[src/rtl/ball_motion.sv]
// Ball position, wall/paddle reflection and hit/miss scoring for a one-player field.
// Optional BALL_SPEEDUP_EN: per-rally speed rises every 4th paddle hit, capped at 8.
module ball_motion #(
  parameter int HS          = 640,
  parameter int VS          = 480,
  parameter int BALL        = 10,
  parameter int PADDLE_X    = 20,
  parameter int PADDLE_W    = 10,
  parameter int PADDLE_H    = 120,
  parameter int BALL_SPEED  = 4,
  parameter int SERVE_TICKS = 60,
  parameter int MISS_TICKS  = 30
) (
  input  logic       clk,
  input  logic       reset,
  input  logic       frame_tick,
  input  logic [9:0] P1_paddle_y_location,
  output logic [9:0] ball_x,
  output logic [9:0] ball_y,
  output logic       ball_active,
  output logic [7:0] hit_count,
  output logic [7:0] miss_count
);

  typedef enum logic [1:0] {SERVE, PLAY, MISS} state_e;

  localparam logic [9:0]  X0     = 10'((HS - BALL) / 2);
  localparam logic [9:0]  Y0     = 10'((VS - BALL) / 2);
  localparam logic [10:0] PXW    = 11'(PADDLE_X + PADDLE_W);
  localparam logic [10:0] PH     = 11'(PADDLE_H);
  localparam logic [10:0] BL     = 11'(BALL);
  localparam logic [10:0] HS11   = 11'(HS);
  localparam logic [10:0] VS11   = 11'(VS);
  localparam logic [7:0]  S_LAST = 8'(SERVE_TICKS - 1);
  localparam logic [7:0]  M_LAST = 8'(MISS_TICKS - 1);

  state_e     state_q;
  logic [9:0] x_q, y_q;
  logic       dx_q, dy_q, sdy_q, act_q;
  logic [7:0] hit_q, miss_q, cnt_q;

  logic [10:0] x11, y11, p11, step;
  logic [9:0]  nx, ny;
  logic        ndx, ndy, hit, miss;

`ifdef BALL_SPEEDUP_EN
  logic [3:0] spd_q;
  logic [1:0] rh_q;
  assign step = {7'd0, spd_q};
`else
  assign step = 11'(BALL_SPEED);
`endif

  // Both axes evaluated from the current registers; dx=1 right, dy=1 down.
  always_comb begin
    x11  = {1'b0, x_q};
    y11  = {1'b0, y_q};
    p11  = {1'b0, P1_paddle_y_location};
    nx   = x_q;
    ny   = y_q;
    ndx  = dx_q;
    ndy  = dy_q;
    hit  = 1'b0;
    miss = 1'b0;
    if (dy_q) begin
      if (y11 + BL + step >= VS11) begin
        ny  = 10'(VS - BALL);
        ndy = 1'b0;
      end else begin
        ny = 10'(y11 + step);
      end
    end else if (y11 <= step) begin
      ny  = '0;
      ndy = 1'b1;
    end else begin
      ny = 10'(y11 - step);
    end
    if (dx_q) begin
      if (x11 + BL + step >= HS11) begin
        nx  = 10'(HS - BALL);
        ndx = 1'b0;
      end else begin
        nx = 10'(x11 + step);
      end
    end else if (x11 >= PXW && x11 - step < PXW &&
                 y11 + BL > p11 && y11 < p11 + PH) begin
      hit = 1'b1;
      nx  = 10'(PXW);
      ndx = 1'b1;
    end else if (x11 < step) begin
      miss = 1'b1;
    end else begin
      nx = 10'(x11 - step);
    end
  end

  always_ff @(posedge clk or negedge reset) begin
    if (!reset) begin
      state_q <= SERVE;
      x_q     <= X0;
      y_q     <= Y0;
      dx_q    <= 1'b1;
      dy_q    <= 1'b1;
      sdy_q   <= 1'b1;
      act_q   <= 1'b0;
      hit_q   <= '0;
      miss_q  <= '0;
      cnt_q   <= '0;
`ifdef BALL_SPEEDUP_EN
      spd_q   <= 4'(BALL_SPEED);
      rh_q    <= '0;
`endif
    end else if (frame_tick) begin
      case (state_q)
        SERVE: begin
          if (cnt_q == S_LAST) begin
            cnt_q   <= '0;
            state_q <= PLAY;
            act_q   <= 1'b1;
            dx_q    <= 1'b1;
            dy_q    <= sdy_q;
            sdy_q   <= ~sdy_q;
`ifdef BALL_SPEEDUP_EN
            spd_q   <= 4'(BALL_SPEED);
            rh_q    <= '0;
`endif
          end else begin
            cnt_q <= cnt_q + 8'd1;
          end
        end
        PLAY: begin
          if (miss) begin
            state_q <= MISS;
            act_q   <= 1'b0;
            cnt_q   <= '0;
            miss_q  <= miss_q + {7'd0, miss_q != 8'hFF};
          end else begin
            x_q  <= nx;
            y_q  <= ny;
            dx_q <= ndx;
            dy_q <= ndy;
            if (hit) begin
              hit_q <= hit_q + {7'd0, hit_q != 8'hFF};
`ifdef BALL_SPEEDUP_EN
              rh_q <= rh_q + 2'd1;
              if (rh_q == 2'd3 && spd_q < 4'd8)
                spd_q <= spd_q + 4'd1;
`endif
            end
          end
        end
        MISS: begin
          if (cnt_q == M_LAST) begin
            cnt_q   <= '0;
            x_q     <= X0;
            y_q     <= Y0;
            state_q <= SERVE;
          end else begin
            cnt_q <= cnt_q + 8'd1;
          end
        end
        default: state_q <= SERVE;
      endcase
    end
  end

  assign ball_x      = x_q;
  assign ball_y      = y_q;
  assign ball_active = act_q;
  assign hit_count   = hit_q;
  assign miss_count  = miss_q;

endmodule

[config.mk]
export PLATFORM = sky130hd
export DESIGN_NAME = ball_motion
export DESIGN_NICKNAME = d
export VERILOG_FILES = /design/src/rtl/ball_motion.sv
export SDC_FILE = /design/constraint.sdc
export NUM_CORES = 1
export LEC_CHECK = 0
export ABC_AREA = 1
export BUFFER_PORTS_ARGS = -buffer_cell sky130_fd_sc_hd__buf_2
export CELL_PAD_IN_SITES_DETAIL_PLACEMENT = 1
export CELL_PAD_IN_SITES_GLOBAL_PLACEMENT = 1
export CORE_MARGIN = 8
export CORE_UTILIZATION = 40
export DETAILED_ROUTE_END_ITERATION = 8
export PLACE_DENSITY = 0.85
export SYNTH_ARGS = -nofsm -noshare
export SYNTH_HDL_FRONTEND = slang
export SYNTH_SLANG_ARGS = --single-unit
[constraint.sdc]
create_clock -name clk -period 2.95 [get_ports clk]
set_input_delay 0.4425 -clock clk [delete_from_list [all_inputs] [get_ports clk]]
set_output_delay 0.4425 -clock clk [all_outputs]
set_load 0.03 [all_outputs]
==> results of run 1 <==
## power groups by stage
stage | logic [uW] | registers (uW) | clock network, uW
global placement | 2970 | 1290 | 0
global route | 3890 | 1350 | 459
finish | 3530 | 1310 | 424
floorplan | 2030 | 1490 | 0
CTS | 3270 | 1300 | 437
detailed placement | 3110 | 1310 | 0
## path summary, 6_finish.rpt
check	slack (ns)	startpoint	depth (start not counted)	endpoint
worst max-delay path	-0.05	ball_y[1]	15	hit_count[2]
worst min-delay path	0.02	reset	1	ball_x[9]
worst max register to register	-0.05	ball_y[1]	15	hit_count[2]
worst min register to register	0.49	ball_y[0]	2	ball_y[0]
max in group asynchronous	2.25	reset	2	ball_y[0]
min in group clk	0.43	frame_tick	3	sdy_q
## registers in the layout (all words and copies together), names as in the netlist, 2 cells and up
signal	flops
ball_y	10
cnt_q	8
hit_count	8
state_q	2
miss_count	8
ball_x	10
## cell usage after synthesis (2+ instances only)
master / n / area share, %
nand2_2: 10 / 1.4
nor3_1: 11 / 1.3
nand3_1: 47 / 5.4
nand3_2: 2 / 0.46
o21bai_1: 2 / 0.35
o21ai_2: 6 / 1.2
a21oi_1: 9 / 1.0
dfstp_2: 15 / 9.1
buf_4: 3 / 0.52
nand4_1: 14 / 2.0
ha_1: 39 / 11
xor2_1: 31 / 6.2
dfrtp_1: 35 / 20
nor2_4: 3 / 0.78
nor3b_1: 2 / 0.35
o211ai_1: 2 / 0.35
o21a_1: 2 / 0.35
o21ai_0: 34 / 3.9
nor2_2: 5 / 0.72
xnor2_1: 8 / 1.6
nor3_2: 2 / 0.46
nor2_1: 55 / 4.7
o21ai_1: 3 / 0.35
inv_1: 86 / 7.4
o22ai_1: 2 / 0.29
buf_2: 3 / 0.35
nand2_1: 159 / 14
nor4_1: 2 / 0.29
inv_2: 5 / 0.43
buf_6: 3 / 0.78
## layer usage
metal  vias to the layer above  track usage, %  part of all wire [%]
met3                        31            2.75                   4.2
met1                      2166            21.6                    41
met5                         -               0                     0
li1                       2092               -                     -
met4                         0            6.17                   3.0
met2                       113            33.6                    52
## through the flow
stage / cell area, um^2 / hold WS (ns) / instances / utilization (%) / TNS (ns)
after global routing: 5080 / 0.0320 / 821 / 47.3 / -2.35
after CTS: 4960 / 0.0211 / 817 / 46.2 / 0
after global placement: 4750 / 0.371 / 801 / 44.2 / 0
final: 5080 / 0.0151 / 821 / 47.3 / -0.313
after floorplan: 4350 / 0.147 / 615 / - / 0
after detailed placement: 4750 / 0.382 / 801 / 44.2 / -0.665
## cell type report
type / instances / area, um^2 / share of cell area (%)
repair buffers: 69 / 407 / 8.01
clock inverters: 2 / 15.0 / 0.296
multi-input cells: 462 / 2790 / 55.0
flip-flops and latches: 50 / 1270 / 25.0
well taps: 140 / 175 / 3.45
clock buffers: 6 / 72.6 / 1.43
inverters: 92 / 345 / 6.80
## critical path, cell delays in order (launching register included)
cell and delay, ns:
dfstp_2 0.59, ha_4 0.17, nor2_2 0.06, nor2_2 0.15, nand4_1 0.15, xnor2_2 0.21, ha_4 0.31, inv_2 0.05
nor2_1 0.20, nand4_1 0.12, nand2_1 0.13, nand2_2 0.08, nor3_4 0.21, buf_4 0.18, nand3b_4 0.13, o21ai_2 0.16
## kinds of logic (layout without fill, tap and decap cells)
group / after synthesis / count (layout) / share of synthesized area, %
simple gates: 316 / 317 / 32.6
compound gates: 67 / 67 / 9.20
xor+xnor: 39 / 39 / 7.85
fa+ha+maj: 39 / 39 / 11.2
flops: 50 / 50 / 29.2
buf+inv: 104 / 169 / 9.95
## what timing repair did
action	CTS	global route
cloned	1	0
setup endpoints to repair	6	12
pin swaps	15	17
resized for setup	15	17
setup buffers	7	4
==> run metrics, run 1 <==
CTS tree yes; wire length after detailed routing 14.3 mm; vias 4402; post-synthesis sequential area ratio 29.2%; Final Hold Violating Endpoints 0; Clock Skew 0.0172 ns; CTS Hold Buffers Added 0; Place WS -0.159 ns; TritonCTS Buffers 5; Die ar. 14500 um^2; combinational group share of total power 67.0%; row count 38; Yosys reg bits 50; most frequent cells in the layout 153 x nand2_1, 84 x inv_1, 53 x nor2_1, 49 x buf_2, 47 x nand3_1; WL/cell between 15 and 20 um; Worst Hold Class input pin to async pin; internal power 2320 uW; P&R area growth vs syn 16.7%; Post-synth EDFFs 0; Netlist cell types 45; critical path peak fanout 6; DRC 0; Leak between 0.002 and 0.003 uW; P_sw a little under 3000 uW; Final setup violation count 9; Filler cells ~1.4k; commonest non-fill, non-tap cell in the layout nand2_1; ys async rst share 100%; Mapped Area 4350 um^2; Worst-Margin Slew 0.563 ns; synthesized area per cell 7.07 um^2; required time worst endpoint 3.20 ns; CTS H-tree depth 2; Critical Path AT 3.25 ns; pin count of the biggest net entering global routing 21; Max Cap Viol 0; Root Buffer Master clkbuf_8; sw frac 56.1%; net count after synthesis 667; hpwl dp 10.2 mm; initial antenna violation count 0; antenna diode count 0; final worst path period need 3.00 ns; Warnings, synthesis 0; CORE AREA 10700 um^2; Iteration-0 DRC Markers 144; Clock power frac under 10%; relative slew slack 62.4%; Pre-antenna DRT Iters 4; average vias per placed instance 5.36; Mapped Cells just over 600; Top Ports 50; critical path launch point type flip-flop; FMAX about 330 MHz; worst-skew pair later-pin latency 0.33 ns; clk slew on worst S/H paths 0.11 ns; final worst setup slack -0.0484 ns; status finished with violations; sequential power share 24.9%; number of global-route vias before repair 4622; Crit. End Element flip-flop; Worst IR Drop VDD 0.420 mV; GRT Total Usage 18.4%; Top FF cell, synth dfrtp_1; Initial Util 40.5%; Max Slew Vio Count 0; global-route wire length before repair 22.0 mm; part of the cycle the worst path needs 102%; port bufs 49; Die W 120 um; Overall Power around 5300 uW; die height 120 um; critical path start-end classification flip-flop to flip-flop; total grt overflow 0; PD cells 1040 nW/um^2; final net count 732; GP Congestion 0.922; layout cells sized above 1 roughly 22%; CTS Buffer Depth 2; clock tree sinks 50; antenna viol nets, final 0; failing checks negative setup slack
(Power assumes the default switching activity.)
==> run 2, diff against run 1 <==
- RECOVER_POWER: not set -> 50
==> run 2 against run 1 <==
  * The flow still finishes with violations (negative setup slack)
  * Sequential share of layout area grew 0.15 points
  * Routed wire length shrank 0.11%
  * Register-to-register slack is essentially flat
  * Critical path type unchanged
  * Largest power group unchanged
==> run metrics, run 2 (synthesis gave the netlist of run 1 again) <==
clock tree sinks 50 (unchanged); status finished with violations (unchanged); Max Slew Vio Count 0 (unchanged); PD cells 1040 nW/um^2 (about the same); port bufs 49 (unchanged); Final Hold Violating Endpoints 0 (unchanged); placed cell areas 4750 um^2 (unchanged); required time worst endpoint 3.21 ns (was 3.20 ns); relative slew slack 23.6% (was 62.4%); CTS H-tree depth 2 (unchanged); sequential power share 25.0% (was 24.9%); die height 120 um (unchanged); sw frac 56.2% (was 56.1%); number of global-route vias before repair 4622 (unchanged); row count 38 (unchanged); FF-to-FF path depth 15 (unchanged); CTS tree yes (unchanged); layout cells sized above 1 18.9% (was 21.9%); most frequent cells in the layout 153 x nand2_1, 84 x inv_1, 53 x nor2_1, 47 x nand3_1, 35 x ha_1 (was 153 x nand2_1, 84 x inv_1, 53 x nor2_1, 49 x buf_2, 47 x nand3_1); average vias per placed instance 5.35 (was 5.36); antenna diode count 0 (unchanged); global-route wire length before repair 22.0 mm (unchanged); Crit. End Element flip-flop (unchanged); Die ar. 14500 um^2 (unchanged); Top Ports 50 (unchanged); DRC 0 (unchanged); vias 4394 (was 4402); Reg2Reg Capture Point hit_count[7] (was hit_count[2]); Die W 120 um (unchanged); Worst Hold Class input pin to async pin (unchanged); P&R area growth vs syn 16.0% (was 16.7%); critical path peak fanout 6 (unchanged); setup tns final -0.314 ns (was -0.313 ns); Final Core Density 47.0% (was 47.3%); Final setup violation count 9 (unchanged); Iteration-0 DRC Markers 148 (was 144); wire length after detailed routing 14.3 mm (about the same); antenna viol nets, final 0 (unchanged); Clock power frac 8.1% (about the same); hold slack 0.192 ns (was 0.0151 ns); Root Buffer Master clkbuf_8 (unchanged); Clock Skew 0.0172 ns (about the same); P_sw 2960 uW (about the same); internal power 2300 uW (was 2320 uW); Pre-antenna DRT Iters 4 (unchanged); pin count of the biggest net entering global routing 21 (unchanged); final worst setup slack -0.0468 ns (was -0.0484 ns); CTS Hold Buffers Added 0 (unchanged); combinational group share of total power 66.9% (was 67.0%); part of the cycle the worst path needs 102% (about the same); Leak 0.00254 uW (was 0.00261 uW); clk slew on worst S/H paths 0.11 ns (about the same); Max Cap Viol 0 (unchanged); WL/cell 17.4 um (about the same); CORE AREA 10700 um^2 (unchanged); worst-skew pair later-pin latency 0.33 ns (about the same); GP Congestion 0.922 (unchanged); TritonCTS Buffers 5 (unchanged); CTS Buffer Depth 2 (unchanged); r2r startpoint ball_y[1] (unchanged); reg-to-reg slack, setup -0.05 ns (about the same); critical path start-end classification flip-flop to flip-flop (unchanged); Initial Util 40.5% (unchanged); Worst-Margin Slew 1.15 ns (was 0.563 ns); failing checks negative setup slack (unchanged); Worst IR Drop VDD 0.420 mV (about the same); critical path launch point type flip-flop (unchanged); Overall Power 5260 uW (was 5270 uW); commonest non-fill, non-tap cell in the layout nand2_1 (unchanged); total grt overflow 0 (unchanged); final worst path period need 3.00 ns (about the same); GRT Total Usage 18.4% (unchanged); final net count 732 (unchanged); initial antenna violation count 0 (unchanged); Finished Cell Area 5050 um^2 (was 5080 um^2); Critical Path AT 3.25 ns (about the same); FMAX 334 MHz (about the same); hpwl dp 10.2 mm (unchanged)
==> run 2: cell count changes in the layout (fill, tap and decap cells not counted) <==
cell | before | now
clkbuf_1 | 1 | 21
buf_2 | 49 | 31
buf_4 | 17 | 15
==> run 2: worst max path at each step <==
stage	start	to	slack, ns
after CTS	ball_y[3]	hit_count[7]	0.003
after global placement	ball_y[3]	hit_count[7]	0.02
after global routing	ball_y[1]	hit_count[7]	-0.23
after detailed placement	ball_y[1]	hit_count[7]	-0.16
after floorplan	ball_y[3]	hit_count[2]	0.1
final	ball_y[1]	hit_count[7]	-0.05
==> run 2: timing repair <==
| action | CTS | global route |
|---|---|---|
| gates resized for setup | 15 | 17 |
| pin swaps | 15 | 17 |
| setup buffers | 7 | 4 |
| cloned | 1 | 0 |
| setup endpoints to repair | 6 | 12 |
==> run 2: area by class of cell <==
type,count,area [um^2]
timing repair buffer,69,377
clock inverter,2,15.0
sequential,50,1270
clock buffer,6,72.6
inverter,92,345
tap,140,175
multi-input combinational,462,2790
fill,1436,5700
==> run 2: power by group through the flow <==
stage / Clock (uW) / Sequential, uW / Combinational [uW]
2_1_floorplan: 0 / 1490 / 2030
3_3_place_gp: 0 / 1290 / 2970
3_5_place_dp: 0 / 1310 / 3110
4_1_cts: 437 / 1300 / 3270
5_1_grt: 459 / 1350 / 3880
6_report: 424 / 1320 / 3520
==> run 2: routing by layer <==
metal	GRT usage (%)	vias up	wire length, um
met2	33.6	105	7400
met3	2.75	33	520
met4	6.17	0	436
met1	21.6	2164	5910
met5	0	-	0
li1	-	2092	-
==> run 2: critical path, cell delays in order, from the launching register on <==
cell and delay (ns):
dfstp_2 0.59, ha_4 0.16, nor2_2 0.06, nor2_2 0.15, nand4_1 0.15, xnor2_2 0.21
ha_4 0.31, inv_2 0.05, nor2_1 0.20, nand4_1 0.12, nand2_1 0.14, nand2_2 0.08
nor3_4 0.21, buf_4 0.18, nand3b_4 0.13, o21ai_2 0.17
==> run 2: per-stage QoR <==
step           setup slack, ns  cells
2_1_floorplan           0.0979    615
3_3_place_gp            0.0176    801
3_5_place_dp            -0.159    801
4_1_cts                0.00295    817
5_1_grt                 -0.234    821
6_report               -0.0468    821
==> run 3, diff against run 2 <==
- SKIP_LAST_GASP: not set -> 1
- clock period: 2.95 -> 2.9 ns (I/O delays scaled with it)
==> run 3 against run 2 <==
  * The flow finishes with violations (max-capacitance violations, max-slew violations)
  * Flip-flop and latch count unchanged
  * Sequential share of layout area decreased by 0.50 points
  * Count of clock-buffer cells in the layout unchanged
  * Total power increased by 3.5%
  * Clock skew decreased by 0.0064 ns
  * Clock power increased by 22%
  * First-iteration DRC count increased by 29%
==> run metrics, run 3 (synthesis gave the netlist of run 1 again) <==
Iteration-0 DRC Markers 191 (was 148); DRC 0 (unchanged); Final setup violation count 0 (was 9); Leak 0.00259 uW (was 0.00254 uW); placed cell areas 4780 um^2 (was 4750 um^2); Top Ports 50 (unchanged); final worst setup slack 0.00996 ns (was -0.0468 ns); Root Buffer Master clkbuf_8 (unchanged); Finished Cell Area 5140 um^2 (was 5050 um^2); most frequent cells in the layout 153 x nand2_1, 83 x inv_1, 51 x nor2_1, 46 x nand3_1 (was 153 x nand2_1, 84 x inv_1, 53 x nor2_1, 47 x nand3_1, 35 x ha_1); relative slew slack -5.86% (was 23.6%); failing checks max-capacitance violations, max-slew violations (was negative setup slack); CTS tree yes (unchanged); port bufs 49 (unchanged); initial antenna violation count 0 (unchanged); Die W 120 um (unchanged); WL/cell 17.4 um (about the same); row count 38 (unchanged); Max Slew Vio Count 29 (was 0); GRT Total Usage 18.8% (was 18.4%); PD cells 1060 nW/um^2 (was 1040 nW/um^2); wire length after detailed routing 14.2 mm (was 14.3 mm); critical path peak fanout 6 (unchanged); Initial Util 40.5% (unchanged); CTS H-tree depth 2 (unchanged); vias 4354 (was 4394); Worst Hold Class input pin to flip-flop (was input pin to async pin); Clock Skew 0.0108 ns (was 0.0172 ns); Worst-Margin Slew 1.59 ns (was 1.15 ns); Final Hold Violating Endpoints 0 (unchanged); pin count of the biggest net entering global routing 29 (was 21); hpwl dp 10.4 mm (was 10.2 mm); worst-skew pair later-pin latency 0.32 ns (was 0.33 ns); average vias per placed instance 5.32 (was 5.35); critical path launch point type flip-flop (unchanged); Pre-antenna DRT Iters 4 (unchanged); antenna viol nets, final 0 (unchanged); TritonCTS Buffers 5 (unchanged); CTS Buffer Depth 2 (unchanged); part of the cycle the worst path needs 99.7% (was 102%); Overall Power 5440 uW (was 5260 uW); GP Congestion 0.940 (was 0.922); hold slack 0.442 ns (was 0.192 ns); antenna diode count 0 (unchanged); global-route wire length before repair 22.4 mm (was 22.0 mm); clk slew on worst S/H paths 0.10 ns (was 0.11 ns); Die ar. 14500 um^2 (unchanged); clock tree sinks 50 (unchanged); required time worst endpoint 3.12 ns (was 3.21 ns); total grt overflow 0 (unchanged); die height 120 um (unchanged); Crit. End Element flip-flop (unchanged); commonest non-fill, non-tap cell in the layout nand2_1 (unchanged); Place WS -0.0265 ns (was -0.159 ns); Critical Path AT 3.11 ns (was 3.25 ns); Filler cells 1433 (was 1436); FMAX 346 MHz (was 334 MHz); Max Cap Viol 1 (was 0); RSZ-0062 raised after global routing yes; Worst IR Drop VDD 0.363 mV (was 0.420 mV); final net count 730 (was 732); final worst path period need 2.89 ns (was 3.00 ns); status finished with violations (unchanged); CORE AREA 10700 um^2 (unchanged); critical path start-end classification flip-flop to flip-flop (unchanged); number of global-route vias before repair 4722 (was 4622); layout cells sized above 1 20.2% (was 18.9%); P&R area growth vs syn 18.3% (was 16.0%)
run 3: changes by cell type in the layout (fill, tap and decap cells not counted), moves of 2 or more:
cell | before | now
clkbuf_1 | 21 | 15
nand2_2 | 13 | 8
nand2_4 | 3 | 8
buf_2 | 31 | 35
buf_4 | 15 | 13
clkinvlp_4 | 2 | 0
nor2_1 | 53 | 51
o21ai_0 | 32 | 30
run 3: worst paths after layout:
check	endpoint	cells past startpoint	start	slack, ns
max	hit_count[7]	18	ball_y[3]	0.01
min	sdy_q	3	frame_tick	0.44
max reg2reg	hit_count[7]	18	ball_y[3]	0.01
min reg2reg	ball_y[0]	2	ball_y[0]	0.49
max in group asynchronous	cnt_q[1]	2	reset	0.56
min in group asynchronous	ball_x[6]	1	reset	0.49
run 3: what timing repair did:
action / 4_1_cts / 5_1_grt
buffers inserted: 4 / 4
pin swaps: 9 / 19
endpoints found under the setup margin: 8 / 14
hold buffers: 0 / 0
gates cloned: 1 / 0
resized for setup: 13 / 32
run 3: through the flow:
stage                     setup TNS, ns  utilization [%]  instances
after floorplan                       0                -        615
after global placement                0             44.5        802
after detailed placement        -0.0421             44.5        802
after CTS                             0             46.6        815
after global routing             -0.836             47.9        819
final                                 0             47.9        819
run 3: area by class of cell:
| cell class | count | area, um^2 | area share, % |
|---|---|---|---|
| Sequential cell | 50 | 1270 | 24.7 |
| Clock buffer | 6 | 72.6 | 1.41 |
| Tap cell | 140 | 175 | 3.40 |
| Timing Repair Buffer | 68 | 419 | 8.15 |
| Multi-Input combinational cell | 461 | 2820 | 54.9 |
| Inverter | 92 | 345 | 6.71 |
| Clock inverter | 2 | 38.8 | 0.754 |
run 3: power by group:
group	total (uW)	internal (uW)	switching, uW
Clock	518	260	258
Sequential	1330	986	346
Combinational	3590	1200	2390
Total	5440	2450	2990
run 3: critical path: stages (launching register included):
cell and delay, ns:
dfstp_2 0.57, inv_2 0.05, ha_4 0.16, nand2_4 0.08, nand2_4 0.07, nand2_4 0.09, xor2_2 0.19, inv_2 0.06
ha_4 0.28, nand2_4 0.06, nor2_1 0.17, nand4_1 0.16, nand2_1 0.11, nand2_2 0.08, nor3_4 0.20, nand3b_4 0.15
buf_12 0.18, nand2_1 0.07, o21ai_2 0.05
run 3: layer usage:
metal / track usage [%] / vias up / share of wire [%]
met5: 0 / - / 0
met4: 7.26 / 0 / 3.3
met3: 2.75 / 33 / 3.5
met2: 34.8 / 90 / 52
met1: 21.4 / 2150 / 41
li1: - / 2081 / -
